**src/rtl/in_bsg_ctrl.sv**
```systemverilog
// Input bitstream generator sequencer for the folded FC layer.
// Latches one activation vector, then runs FOLD clear+stream passes of 2^INWD bits.
module in_bsg_ctrl #(
  parameter int DIM_IN = 16,
  parameter int INWD   = 8,
  parameter int FOLD   = 2,
  parameter int FW     = (FOLD > 1) ? $clog2(FOLD) : 1
) (
  input  logic                   clk,
  input  logic                   rst,
  input  logic                   in_valid,
  output logic                   in_ready,
  input  logic [DIM_IN*INWD-1:0] in_data,
  input  logic                   stall,
  input  logic                   abort,
  output logic [DIM_IN*INWD-1:0] bsg_in,
  output logic                   bsg_enable,
  output logic                   rng_clr,
  output logic [FW-1:0]          fold_idx,
  output logic [INWD-1:0]        cyc_cnt,
  output logic                   last_cycle,
  output logic                   pass_done,
  output logic                   all_done
);

  typedef enum logic [1:0] {
    IDLE,
    CLR,
    RUN,
    DONE
  } state_t;

  localparam logic [INWD-1:0] CYC_LAST  = '1;
  localparam logic [FW-1:0]   FOLD_LAST = FW'(FOLD - 1);

  state_t state;

  assign in_ready   = (state == IDLE);
  assign rng_clr    = (state == CLR);
  assign bsg_enable = (state == RUN) && !stall;
  assign last_cycle = bsg_enable && (cyc_cnt == CYC_LAST);

  always_ff @(posedge clk or posedge rst) begin
    if (rst) begin
      state     <= IDLE;
      bsg_in    <= '0;
      cyc_cnt   <= '0;
      fold_idx  <= '0;
      pass_done <= 1'b0;
      all_done  <= 1'b0;
    end else begin
      pass_done <= 1'b0;
      all_done  <= 1'b0;
      unique case (state)
        IDLE: begin
          if (in_valid) begin
            bsg_in   <= in_data;
            fold_idx <= '0;
            cyc_cnt  <= '0;
            state    <= CLR;
          end
        end
        CLR: begin
          if (abort) begin
            fold_idx <= '0;
            cyc_cnt  <= '0;
            state    <= IDLE;
          end else begin
            state <= RUN;
          end
        end
        RUN: begin
          // abort wins over both stall and pass completion
          if (abort) begin
            fold_idx <= '0;
            cyc_cnt  <= '0;
            state    <= IDLE;
          end else if (bsg_enable) begin
            cyc_cnt <= cyc_cnt + 1'b1;
            if (cyc_cnt == CYC_LAST) begin
              pass_done <= 1'b1;
              if (fold_idx == FOLD_LAST) begin
                all_done <= 1'b1;
                state    <= DONE;
              end else begin
                fold_idx <= fold_idx + 1'b1;
                state    <= CLR;
              end
            end
          end
        end
        DONE: begin
          if (abort) begin
            fold_idx <= '0;
            cyc_cnt  <= '0;
          end
          state <= IDLE;
        end
      endcase
    end
  end

endmodule

```
**config.mk**
```make
export PLATFORM = sky130hd
export DESIGN_NAME = in_bsg_ctrl
export DESIGN_NICKNAME = d
export VERILOG_FILES = /design/src/rtl/in_bsg_ctrl.sv
export SDC_FILE = /design/constraint.sdc
export NUM_CORES = 1
export LEC_CHECK = 0
export CAP_MARGIN = 10
export CORE_UTILIZATION = 46
export CTS_BUF_LIST = sky130_fd_sc_hd__clkbuf_8
export CTS_CLUSTER_DIAMETER = 50
export DETAILED_ROUTE_END_ITERATION = 8
export GPL_TIMING_DRIVEN = 0
export PLACE_DENSITY = 0.95
export SLEW_MARGIN = 20
export SYNTH_ARGS = -nofsm -noshare
export SYNTH_HDL_FRONTEND = slang
export SYNTH_SLANG_ARGS = --single-unit
export TNS_END_PERCENT = 30
```
**constraint.sdc**
```tcl
create_clock -name clk -period 7.8 [get_ports clk]
set_input_delay 1.56 -clock clk [delete_from_list [all_inputs] [get_ports clk]]
set_output_delay 1.56 -clock clk [all_outputs]
set_load 0.05 [all_outputs]
```
==> After elaboration in Yosys (flattened, before gate mapping) <==
Index checks and enable logic that the tools add are counted.
Widths: inputs -> output; s select.
{ "word_totals": {"output_inout_bits": 143, "wordCells": 53, "inputBits": 133, "reg_bits": 141} }
{ "op_classes": {"add_sub_neg": 2, "muxes": 28, "eq_ne": 8, "n_reduce_logical": 9} }
{ "op_table": {"columns": ["operator", "n"], "rows": [
  ["$mux 8", 4],
  ["$pmux 8 s3", 1],
  ["$mux 1", 15],
  ["$mux 2", 6],
  ["$add 8x1->8 const B", 1],
  ["$eq 8x8->1 const B", 1],
  ["$pmux 2 s4", 1],
  ["$reduce_and 3->1", 2],
  ["$eq 2x2->1 const B", 2],
  ["$reduce_and 4->1", 1],
  ["$ne 3x2->1 const B", 1],
  ["$ne 3x3->1 const B", 1],
  ["$pmux 1 s3", 1],
  ["$eq 2x1->1 const B", 1],
  ["$logic_and 1x1->1", 2],
  ["$logic_not 2->1", 1],
  ["$ne 2x1->1 const B", 1],
  ["$ne 2x2->1 const B", 1],
  ["$reduce_and 2->1", 1],
  ["$reduce_or 2->1", 1],
  ["$add 1x1->1 const B", 1],
  ["$logic_not 1->1", 1]
]} }

==> Longest topological paths before layout <==
Gate-level depths: netlist (run 1).
{ "depth": {"ltp_word": 6, "depth_mapped": 5} }

==> Worst setup path after synthesis (run 1) <==
Ideal clock, no wire load.
{ "synth_timing": {"path_type": "input-to-output", "start": "input stall", "end": "output last_cycle", "slack_ns": 3.770, "stages": 2, "required_time_ns": 6.240, "path_buffers": 0, "arrival_ns": 2.470, "path_cell_list": "nand4b_1 > nor2_1"} }
{ "synth_via": {"elab_chain_cells": 3} }
{ "synth_rtl": {"columns": ["element", "line_no", "rtl"], "rows": [
  ["start, declared", "14", "input logic stall,"],
  ["$logic_not 1->1", "40", "assign bsg_enable = (state == RUN) && !stall;"],
  ["$logic_and 1x1->1", "40", null],
  ["$logic_and 1x1->1", "41", "assign last_cycle = bsg_enable && (cyc_cnt == CYC_LAST);"],
  ["end, declared", "21", "output logic last_cycle,"]
]} }
No other way between the ends.

==> Worst setup path after layout (run 1) <==
Same ends and word-level chain as after synthesis.

==> impl_metrics.env, run 1 <==
export IMPL_grt_usage=0.2417
export IMPL_unrepaired_setup_endpoints_after_global_routing="false"
export IMPL_ys_seq_elements=141
export IMPL_port_buffers=275
export IMPL_via_count=3944
export IMPL_synth_fp_nets=468
export IMPL_hold_path_class="register to register"
export IMPL_yosys_warnings=0
export IMPL_std_cell_rows=41
export IMPL_final_cell_mix="sky130_fd_sc_hd__clkdlybuf4s50_1 (275), sky130_fd_sc_hd__dfrtp_1 (141), sky130_fd_sc_hd__mux2_4 (109)"
export IMPL_finalWeightedCongestion=0.7849
export IMPL_fmax_mhz=208.4
export IMPL_synth_async_sr_flop_share=1.000
export IMPL_synth_edf_count=0
export IMPL_placement_setup_worst_slack_ns=3.014
export IMPL_cts_tree="done"
export IMPL_critPathRequiredTime_ns=6.24
export IMPL_worst_skew_pair_late_latency_ns=0.44
export IMPL_start_util=0.4722
export IMPL_via_per_inst=4.845
export IMPL_worst_ep_arrival_time_ns=3.24
export IMPL_fin_nets=763
export IMPL_syn_inst=334
export IMPL_final_critical_path_setup_slack_ns=3.002
export IMPL_syn_mean_instance_area_sq_um=17.84
export IMPL_endpoint_kind="primary output"
export IMPL_globalRouteOverflowTotal=0
export IMPL_finalCriticalPeriod_ns=4.798
export IMPL_clock_tree_htree_level_count=4
export IMPL_io_pins=276
export IMPL_worst_clock_skew_ns=0.006100
export IMPL_core_area_sq_um=12620
export IMPL_seq_power_share=0.332
export IMPL_min_period_over_period=0.6152
export IMPL_most_common_cell_after_layout_fill_and_taps_aside="sky130_fd_sc_hd__clkdlybuf4s50_1"
export IMPL_power_density_nw_per_um2=318.1
export IMPL_cts_post_setup_buffers_inserted=0
export IMPL_fin_hold_ws_ns=0.5093
export IMPL_synth_top_flop_cell="sky130_fd_sc_hd__dfrtp_1"
export IMPL_slew_headroom=0.6087
export IMPL_num_antenna_cells=0
export IMPL_postLayoutCoreUtil=0.7441
export IMPL_routed_wl_mm=15.98
export IMPL_antenna_found_initial=0
export IMPL_power_switching_share=0.3926
export IMPL_regToRegSetupSlack_ns=6.15
export IMPL_worst_ir_drop_vdd_mv=0.1823
export IMPL_pin_count_of_the_biggest_net_entering_global_routing=93
export IMPL_cap_viol_max_count=0
export IMPL_timing_final_max_slew_violations=0
export IMPL_drt_pass1_iter_count=4
export IMPL_grt_pass1_vias=4345
export IMPL_drt_first_iter_violations=141
export IMPL_wl_per_cell_microns=19.63
export IMPL_area_growth_syn_to_layout_pct=57.57
export IMPL_clkSinkCount=141
export IMPL_holdBufCountCts=0
export IMPL_max_slew_worst_pin_slew_ns=0.5851
export IMPL_timing_final_hold_violations=0
export IMPL_grt_pass1_wl_mm=23.89
export IMPL_critical_path_peak_fanout=3
export IMPL_cts_root_buffer_cell="sky130_fd_sc_hd__clkbuf_8"
export IMPL_run_status="finished, final reports clean"
export IMPL_final_number_of_setup_violating_endpoints=0
export IMPL_clock_power_share=0.208
export IMPL_setup_tns_ns=0
export IMPL_classification_of_the_worst_setup_path="primary input to primary output"
export IMPL_cts_reportedPaths_clkPinSlew_ns=0.07
export IMPL_kind_of_start_point_of_the_critical_path="primary input"
export IMPL_cellInternalPower_uw=1814
export IMPL_numCtsBuffers=17
export IMPL_chipWidth_microns=115.8
export IMPL_drc_errors=0
export IMPL_antenna_left=0
export IMPL_final_layout_size_suffix_gt1_frac=0.2788
export IMPL_r2r_cells=5
export IMPL_place_hpwl_mm=11.78
export IMPL_num_fill_cells=778
export IMPL_fp_dieArea_sq_um=13410
export IMPL_cts_root_to_sink_buffers=2
export IMPL_power_combinational_fraction=0.460
export IMPL_ys_types=33
export IMPL_mappedNetlistArea_sq_um=5959
export IMPL_synth_sequential_area_ratio=0.5921
export IMPL_hold_path_cell_count=1
export IMPL_power_switching_uw=1173
export IMPL_leakage_uw=0.004134
export IMPL_post_cts_resized_instances=0
export IMPL_die_h_microns=115.8
-- cell type report --
cell class | count | area [sq um] | area share
Timing Repair Buffer | 276 | 2780 | 0.2961
Multi-Input combinational cell | 176 | 2172 | 0.2313
Sequential cell | 141 | 3528 | 0.3757
Inverter | 1 | 11.26 | 0.001199
Tap cell | 172 | 215.2 | 0.02292
Clock inverter | 7 | 83.83 | 0.008927
Buffer | 16 | 255.2 | 0.02718
Clock buffer | 25 | 344.1 | 0.03664
-- synth_stat cells, types with 2 or more instances --
library cell / count / area [sq um]
sky130_fd_sc_hd__dfrtp_1: 141 / 3528
sky130_fd_sc_hd__buf_12: 11 / 220.2
sky130_fd_sc_hd__nor2_1: 9 / 33.78
sky130_fd_sc_hd__mux2_2: 20 / 225.2
sky130_fd_sc_hd__and2_1: 3 / 18.77
sky130_fd_sc_hd__nor3_1: 3 / 15.01
sky130_fd_sc_hd__and3_1: 2 / 12.51
sky130_fd_sc_hd__xor2_1: 6 / 52.55
sky130_fd_sc_hd__o211ai_1: 2 / 15.01
sky130_fd_sc_hd__o2111ai_1: 4 / 35.03
sky130_fd_sc_hd__buf_6: 2 / 22.52
sky130_fd_sc_hd__nand2_1: 2 / 7.510
sky130_fd_sc_hd__mux2_4: 109 / 1637
-- sequential cells by signal (all words and copies together), names as in the netlist --
signal,flops
all_done,1
cyc_cnt,8
state,2
pass_done,1
fold_idx,1
bsg_in,128
-- final timing paths --
check | from | to
worst max-delay path | stall | last_cycle
worst min-delay path | bsg_in[110] | bsg_in[110]
min in group asynchronous | rst | bsg_in[5]
max in group asynchronous | rst | bsg_in[60]
worst max register to register | state[1] | bsg_in[86]
worst min register to register | bsg_in[110] | bsg_in[110]
-- metal layers --
metal / global-route usage / routed length (microns) / part of all wire
met1: 0.2618 / 5878 / 0.37
met2: 0.4238 / 8412 / 0.53
met3: 0.07322 / 1131 / 0.071
met4: 0.1308 / 560 / 0.035
met5: 0 / 0 / 0
-- cell families (layout without fill, tap and decap cells) --
kind of cell             Yosys count  in the layout  share of synthesized area
adder cells (fa/ha/maj)            1              1                   0.002099
multiplexers                     129            129                     0.3124
buffers and inverters             17            325                    0.04346
AO/OA/AOI/OAI                     11             11                    0.01448
flip-flops                       141            141                     0.5921
AND/OR/NAND/NOR                   29             29                    0.02667
XOR/XNOR                           6              6                   0.008818
-- power by group through the flow --
stage,clock network (uW),registers (uW),logic [uW]
after floorplan,0,1560,334
after global placement,0,988,1350
final,621,991,1370
after CTS,632,991,1380
after global routing,667,1010,1420
after detailed placement,0,1000,1370
-- worst max-delay path: stages --
cell	delay, ns
sky130_fd_sc_hd__clkdlybuf4s50_1	0.45
sky130_fd_sc_hd__nand4b_1	0.24
sky130_fd_sc_hd__nor2_1	0.16
sky130_fd_sc_hd__clkdlybuf4s50_1	0.82
-- per-stage QoR --
step	std cells	instance area, sq um	total power (uW)
finish	814	9390	2987
detailed placement	782	8962	2377
floorplan	334	5959	1892
global route	814	9390	3095
CTS	814	9390	3007
global placement	781	8927	2339
Power figures use the tool's default switching activity.
==> run 2, diff against run 1 <==
Settings changed: CORE_UTILIZATION 46 to 43, PLACE_DENSITY 0.95 to 0.93.
Clock period 7.8 ns to 4.95 ns, I/O delays scaled along.
==> run 2 against run 1 <==
  * Worst setup slack worse by 1.7 ns
  * Wire length is 7.1% lower
  * Non-clock buffer count did not move
  * Die area is 6.9% higher
  * Global-route usage down 2.6 points
  * Hold slack gained 0.0024 ns
  * Clock power up 34%
  * Utilization down 4.8 points
  * Clock skew is 0.0018 ns higher
  * First-iteration DRC count grew 55%
  * Register-to-register slack lost 2.8 ns
  * Total power rose by 52%
==> impl_metrics.env, run 2 (synthesized netlist as in run 1, its figures left out) <==
export IMPL_run_status="finished, final reports clean"
export IMPL_max_slew_worst_pin_slew_ns=0.5532
export IMPL_final_cell_mix="sky130_fd_sc_hd__clkdlybuf4s50_1 (275), sky130_fd_sc_hd__dfrtp_1 (141), sky130_fd_sc_hd__mux2_4 (109)"
export IMPL_fmax_mhz=270.4
export IMPL_setup_tns_ns=0
export IMPL_multi_input_comb_area_sq_um=2172
export IMPL_worst_ep_arrival_time_ns=2.71
export IMPL_leakage_uw=0.004073
export IMPL_place_hpwl_mm=11.15
export IMPL_num_fill_cells=866
export IMPL_final_layout_size_suffix_gt1_frac=0.2819
export IMPL_placed_cells=786
export IMPL_die_h_microns=119.7
export IMPL_worst_skew_pair_late_latency_ns=0.43
export IMPL_worst_ir_drop_vdd_mv=0.2094
export IMPL_core_area_sq_um=13400
export IMPL_met3WireLength_microns=984
export IMPL_io_pins=276
export IMPL_num_antenna_cells=0
export IMPL_wl_per_cell_microns=18.14
export IMPL_cts_reportedPaths_clkPinSlew_ns=0.08
export IMPL_unrepaired_setup_endpoints_after_global_routing="false"
export IMPL_kind_of_start_point_of_the_critical_path="primary input"
export IMPL_grt_usage=0.2154
export IMPL_finalCriticalPeriod_ns=3.698
export IMPL_power_density_nw_per_um2=487.3
export IMPL_drt_first_iter_violations=218
export IMPL_globalRouteOverflowTotal=0
export IMPL_placement_setup_worst_slack_ns=1.301
export IMPL_timing_final_max_slew_violations=0
export IMPL_postPlaceCellArea_sq_um=8967
export IMPL_seq_area_sq_um=3528
export IMPL_min_period_over_period=0.7471
export IMPL_std_cell_rows=42
export IMPL_timing_final_hold_violations=0
export IMPL_final_critical_path_setup_slack_ns=1.252
export IMPL_antenna_left=0
export IMPL_area_growth_syn_to_layout_pct=56.48
export IMPL_pin_count_of_the_biggest_net_entering_global_routing=84
export IMPL_classification_of_the_worst_setup_path="primary input to primary output"
export IMPL_wirelength_met1_mm=5.752
export IMPL_antenna_found_initial=0
export IMPL_cts_tree="done"
export IMPL_hold_path_class="register to register"
export IMPL_start_util=0.4447
export IMPL_fp_dieArea_sq_um=14330
export IMPL_chipWidth_microns=119.7
export IMPL_routed_wl_mm=14.84
export IMPL_fin_hold_ws_ns=0.5118
export IMPL_drt_pass1_iter_count=4
export IMPL_cts_post_setup_buffers_inserted=0
export IMPL_holdBufCountCts=0
export IMPL_route_top_layer_used="met4"
export IMPL_final_number_of_setup_violating_endpoints=0
export IMPL_grt_pass1_wl_mm=23.18
export IMPL_via_per_inst=4.807
export IMPL_grt_pass1_vias=4276
export IMPL_clkSinkCount=141
export IMPL_numCtsBuffers=17
export IMPL_most_common_cell_after_layout_fill_and_taps_aside="sky130_fd_sc_hd__clkdlybuf4s50_1"
export IMPL_worst_clock_skew_ns=0.007919
export IMPL_max_flop_register="bsg_in"
export IMPL_post_cts_resized_instances=0
export IMPL_port_buffers=275
export IMPL_fin_cells=818
export IMPL_endpoint_kind="primary output"
export IMPL_top_regs="bsg_in (128), cyc_cnt (8), state (2)"
export IMPL_finalWeightedCongestion=0.8158
export IMPL_clock_tree_htree_level_count=4
export IMPL_cts_root_buffer_cell="sky130_fd_sc_hd__clkbuf_8"
export IMPL_drc_errors=0
export IMPL_via_count=3932
export IMPL_final_standard_cell_area_without_fillers_sq_um=9325
export IMPL_largest_reg_flops=128
export IMPL_slew_headroom=0.6300
export IMPL_fin_nets=763
export IMPL_cap_viol_max_count=0
export IMPL_critical_path_peak_fanout=3
export IMPL_cts_root_to_sink_buffers=2
export IMPL_critPathRequiredTime_ns=3.96
export IMPL_wl_met2_mm=7.547
## run 2: cell count changes in the layout (fill, tap and decap cells not counted)
cell,change
sky130_fd_sc_hd__inv_6,+2
sky130_fd_sc_hd__clkinv_2,+3
sky130_fd_sc_hd__bufinv_16,-1
sky130_fd_sc_hd__clkinvlp_4,+6
sky130_fd_sc_hd__clkbuf_8,-8
sky130_fd_sc_hd__inv_1,-2
## run 2: worst paths after layout
path / startpoint / endpoint / depth (start not counted) / slack (ns)
worst max register to register: state[1] / bsg_in[31] / 5 / 3.36
max in group asynchronous: rst / cyc_cnt[7] / 3 / 3.24
worst min register to register: bsg_in[116] / bsg_in[116] / 1 / 0.51
min in group asynchronous: rst / bsg_in[50] / 2 / 0.98
worst min-delay path: bsg_in[116] / bsg_in[116] / 1 / 0.51
worst max-delay path: stall / last_cycle / 4 / 1.25
## run 2: final cells by class
type | count | share of cell area
Inverter | 1 | 0.001208
Multi-Input combinational cell | 176 | 0.2329
Timing Repair Buffer | 276 | 0.2981
Buffer | 16 | 0.02737
Sequential cell | 141 | 0.3784
Tap cell | 176 | 0.02361
Clock buffer | 17 | 0.02509
Clock inverter | 15 | 0.01328
## run 2: per-layer routing
| metal | vias to the layer above | global-route usage |
|---|---|---|
| li1 | 1763 | - |
| met1 | 1928 | 0.2475 |
| met2 | 197 | 0.3660 |
| met3 | 44 | 0.05846 |
| met4 | 0 | 0.1141 |
| met5 | - | 0 |
## run 2: through the flow
step	power, uW	utilization
finish	4544	0.6959
global route	4720	0.6959
CTS	4590	0.6959
detailed placement	3737	0.6692
global placement	3682	0.6666
floorplan	2981	-
## run 2: worst max-delay path, stage by stage
cell	delay [ns]
sky130_fd_sc_hd__clkdlybuf4s50_1	0.45
sky130_fd_sc_hd__nand4b_1	0.26
sky130_fd_sc_hd__nor2_1	0.17
sky130_fd_sc_hd__clkdlybuf4s50_1	0.83
## run 2: report_power, final
| group | internal (uW) | switching [uW] |
|---|---|---|
| clock | 392 | 440 |
| combinational | 902 | 1250 |
| sequential | 1410 | 157 |
| total | 2700 | 1840 |
==> variant: new RTL, settings of run 2 <==
Register the output `cyc_cnt` once more, cleared by the reset; this adds one clock of latency there. The other outputs are not delayed to match.
--- a/src/rtl/in_bsg_ctrl.sv
+++ b/src/rtl/in_bsg_ctrl.sv
@@ -33,18 +33,20 @@
   localparam logic [INWD-1:0] CYC_LAST  = '1;
   localparam logic [FW-1:0]   FOLD_LAST = FW'(FOLD - 1);
 
+  logic [INWD-1:0] cyc_cnt_s0;
+
   state_t state;
 
   assign in_ready   = (state == IDLE);
   assign rng_clr    = (state == CLR);
   assign bsg_enable = (state == RUN) && !stall;
-  assign last_cycle = bsg_enable && (cyc_cnt == CYC_LAST);
+  assign last_cycle = bsg_enable && (cyc_cnt_s0 == CYC_LAST);
 
   always_ff @(posedge clk or posedge rst) begin
     if (rst) begin
       state     <= IDLE;
       bsg_in    <= '0;
-      cyc_cnt   <= '0;
+      cyc_cnt_s0 <= '0;
       fold_idx  <= '0;
       pass_done <= 1'b0;
       all_done  <= 1'b0;
@@ -56,14 +58,14 @@
           if (in_valid) begin
             bsg_in   <= in_data;
             fold_idx <= '0;
-            cyc_cnt  <= '0;
+            cyc_cnt_s0 <= '0;
             state    <= CLR;
           end
         end
         CLR: begin
           if (abort) begin
             fold_idx <= '0;
-            cyc_cnt  <= '0;
+            cyc_cnt_s0 <= '0;
             state    <= IDLE;
           end else begin
             state <= RUN;
@@ -73,11 +75,11 @@
           // abort wins over both stall and pass completion
           if (abort) begin
             fold_idx <= '0;
-            cyc_cnt  <= '0;
+            cyc_cnt_s0 <= '0;
             state    <= IDLE;
           end else if (bsg_enable) begin
-            cyc_cnt <= cyc_cnt + 1'b1;
-            if (cyc_cnt == CYC_LAST) begin
+            cyc_cnt_s0 <= cyc_cnt_s0 + 1'b1;
+            if (cyc_cnt_s0 == CYC_LAST) begin
               pass_done <= 1'b1;
               if (fold_idx == FOLD_LAST) begin
                 all_done <= 1'b1;
@@ -92,7 +94,7 @@
         DONE: begin
           if (abort) begin
             fold_idx <= '0;
-            cyc_cnt  <= '0;
+            cyc_cnt_s0 <= '0;
           end
           state <= IDLE;
         end
@@ -100,5 +102,13 @@
     end
   end
 
+  always_ff @(posedge clk or posedge rst) begin
+    if (rst) begin
+      cyc_cnt <= '0;
+    end else begin
+      cyc_cnt <= cyc_cnt_s0;
+    end
+  end
+
 endmodule
 
Function: changed (a bounded check fails within 4 cycles, from zero or initial values and one cycle with rst high).
==> variant against run 2 <==
  * Final area increased by 4.2%
  * Clock power increased by 31%
  * First-iteration DRC count decreased by 33%
  * Worst setup slack improved by 0.034 ns
  * Hold slack got worse by 0.080 ns
  * Sequential cell count increased by 8
  * Count of clock-buffer cells in the layout increased by 1
  * Wire length increased by 3.8%
  * Power increased by 7.3%
  * Area after synthesis increased by 3.4%
  * Final cell count increased by 1.6%
  * Via count increased by 1.7%
  * Critical path type unchanged
  * Critical endpoint unchanged
  * Largest power group unchanged
==> variant: results <==
run_status:
  status: "finished, final reports clean"
power:
  leakagePower_nw: 4.289
  p_total_w: 0.004877
  vdd_drop_max_mv: 0.2601
  power_frac_clock: 0.224
  p_seq_w: 0.00163
  p_sw_frac: 0.3780
global_route:
  grt_pass1_vias: 4320
  grt_pass1_wl_um: 23370
  grtUsageTotal: 0.2114
  grt_start_max_net_pins: 39
  grt_overflow_total: 0
setup_path:
  path_delay_family: "buffers and inverters"
  crit_arrival_ns: 2.67
logic_synthesis:
  yosys-top-cells-count: "dfrtp_1 (149), mux2_4 (109), mux2_2 (20)"
  synth-seq-area-share: 0.6053
  yosys-top-cells-area: "dfrtp_1 (61%), mux2_4 (27%), mux2_2 (3.7%), buf_12 (3.6%), xor2_1 (0.85%)"
  synth.avg_cell_area_um2: 18.01
  synth_seq_cells: 149
  synth_compound_area_frac: 0.01402
  synth_mux_area_frac: 0.3023
  yosys.area_share.adder: 0.002031
  synth.net_count: 476
  synth_xor_area_frac: 0.008531
drt:
  wl_um: 15410
  vias: 3999
  firstDrtPassIters: 4
  drt_iter0_drc: 145
cells_and_area:
  n_all_inverters: 1
  fill_cells: 912
  multi_input_cells: 176
  layout.nonclk_buf_frac: 0.3215
  multi_input_area_share: 0.2236
  clkbuf_count: 18
  reg_top3: "bsg_in (128), cyc_cnt (8), cyc_cnt_s0 (8)"
  nNetsFinal: 775
  seq_share: 0.3838
  nonClockBufferCount: 296
  final-clk-cell-share: 0.04714
  layout-drive-gt1-share: 0.2780
  stdcell_area_um2: 9714
place:
  placed_cell_area_um2: 9256
  dp_hpwl_um: 11510
  routabilityCongestion: 0.8085
timing:
  fin_skew_ns: 0.01533
  worstMarginPinSlew_ns: 0.5559
clocking:
  insertion_delay_ns: 0.44
==> variant: layer usage <==
metal,vias to the layer above,wire (um),global-route usage
met5,-,0,0
met4,0,286,0.07716
met3,22,1132,0.06601
met2,165,8022,0.3725
met1,2015,5970,0.2396
li1,1797,-,-
==> variant: final timing paths <==
check | from | end | slack (ns) | depth (start not counted)
setup / recovery | stall | last_cycle | 1.29 | 4
hold / removal | cyc_cnt_s0[6] | cyc_cnt[6] | 0.43 | 0
setup reg to reg | state[1] | bsg_in[92] | 3.33 | 5
hold reg to reg | cyc_cnt_s0[6] | cyc_cnt[6] | 0.43 | 0
max in group asynchronous | rst | bsg_in[87] | 3.12 | 5
min in group asynchronous | rst | bsg_in[43] | 0.94 | 2
==> variant: per-stage QoR <==
step                worst slack (ns)  instances
floorplan                      2.080        342
global placement              0.9656        797
detailed placement             1.301        802
CTS                            1.282        831
global route                   1.211        831
finish                         1.286        831
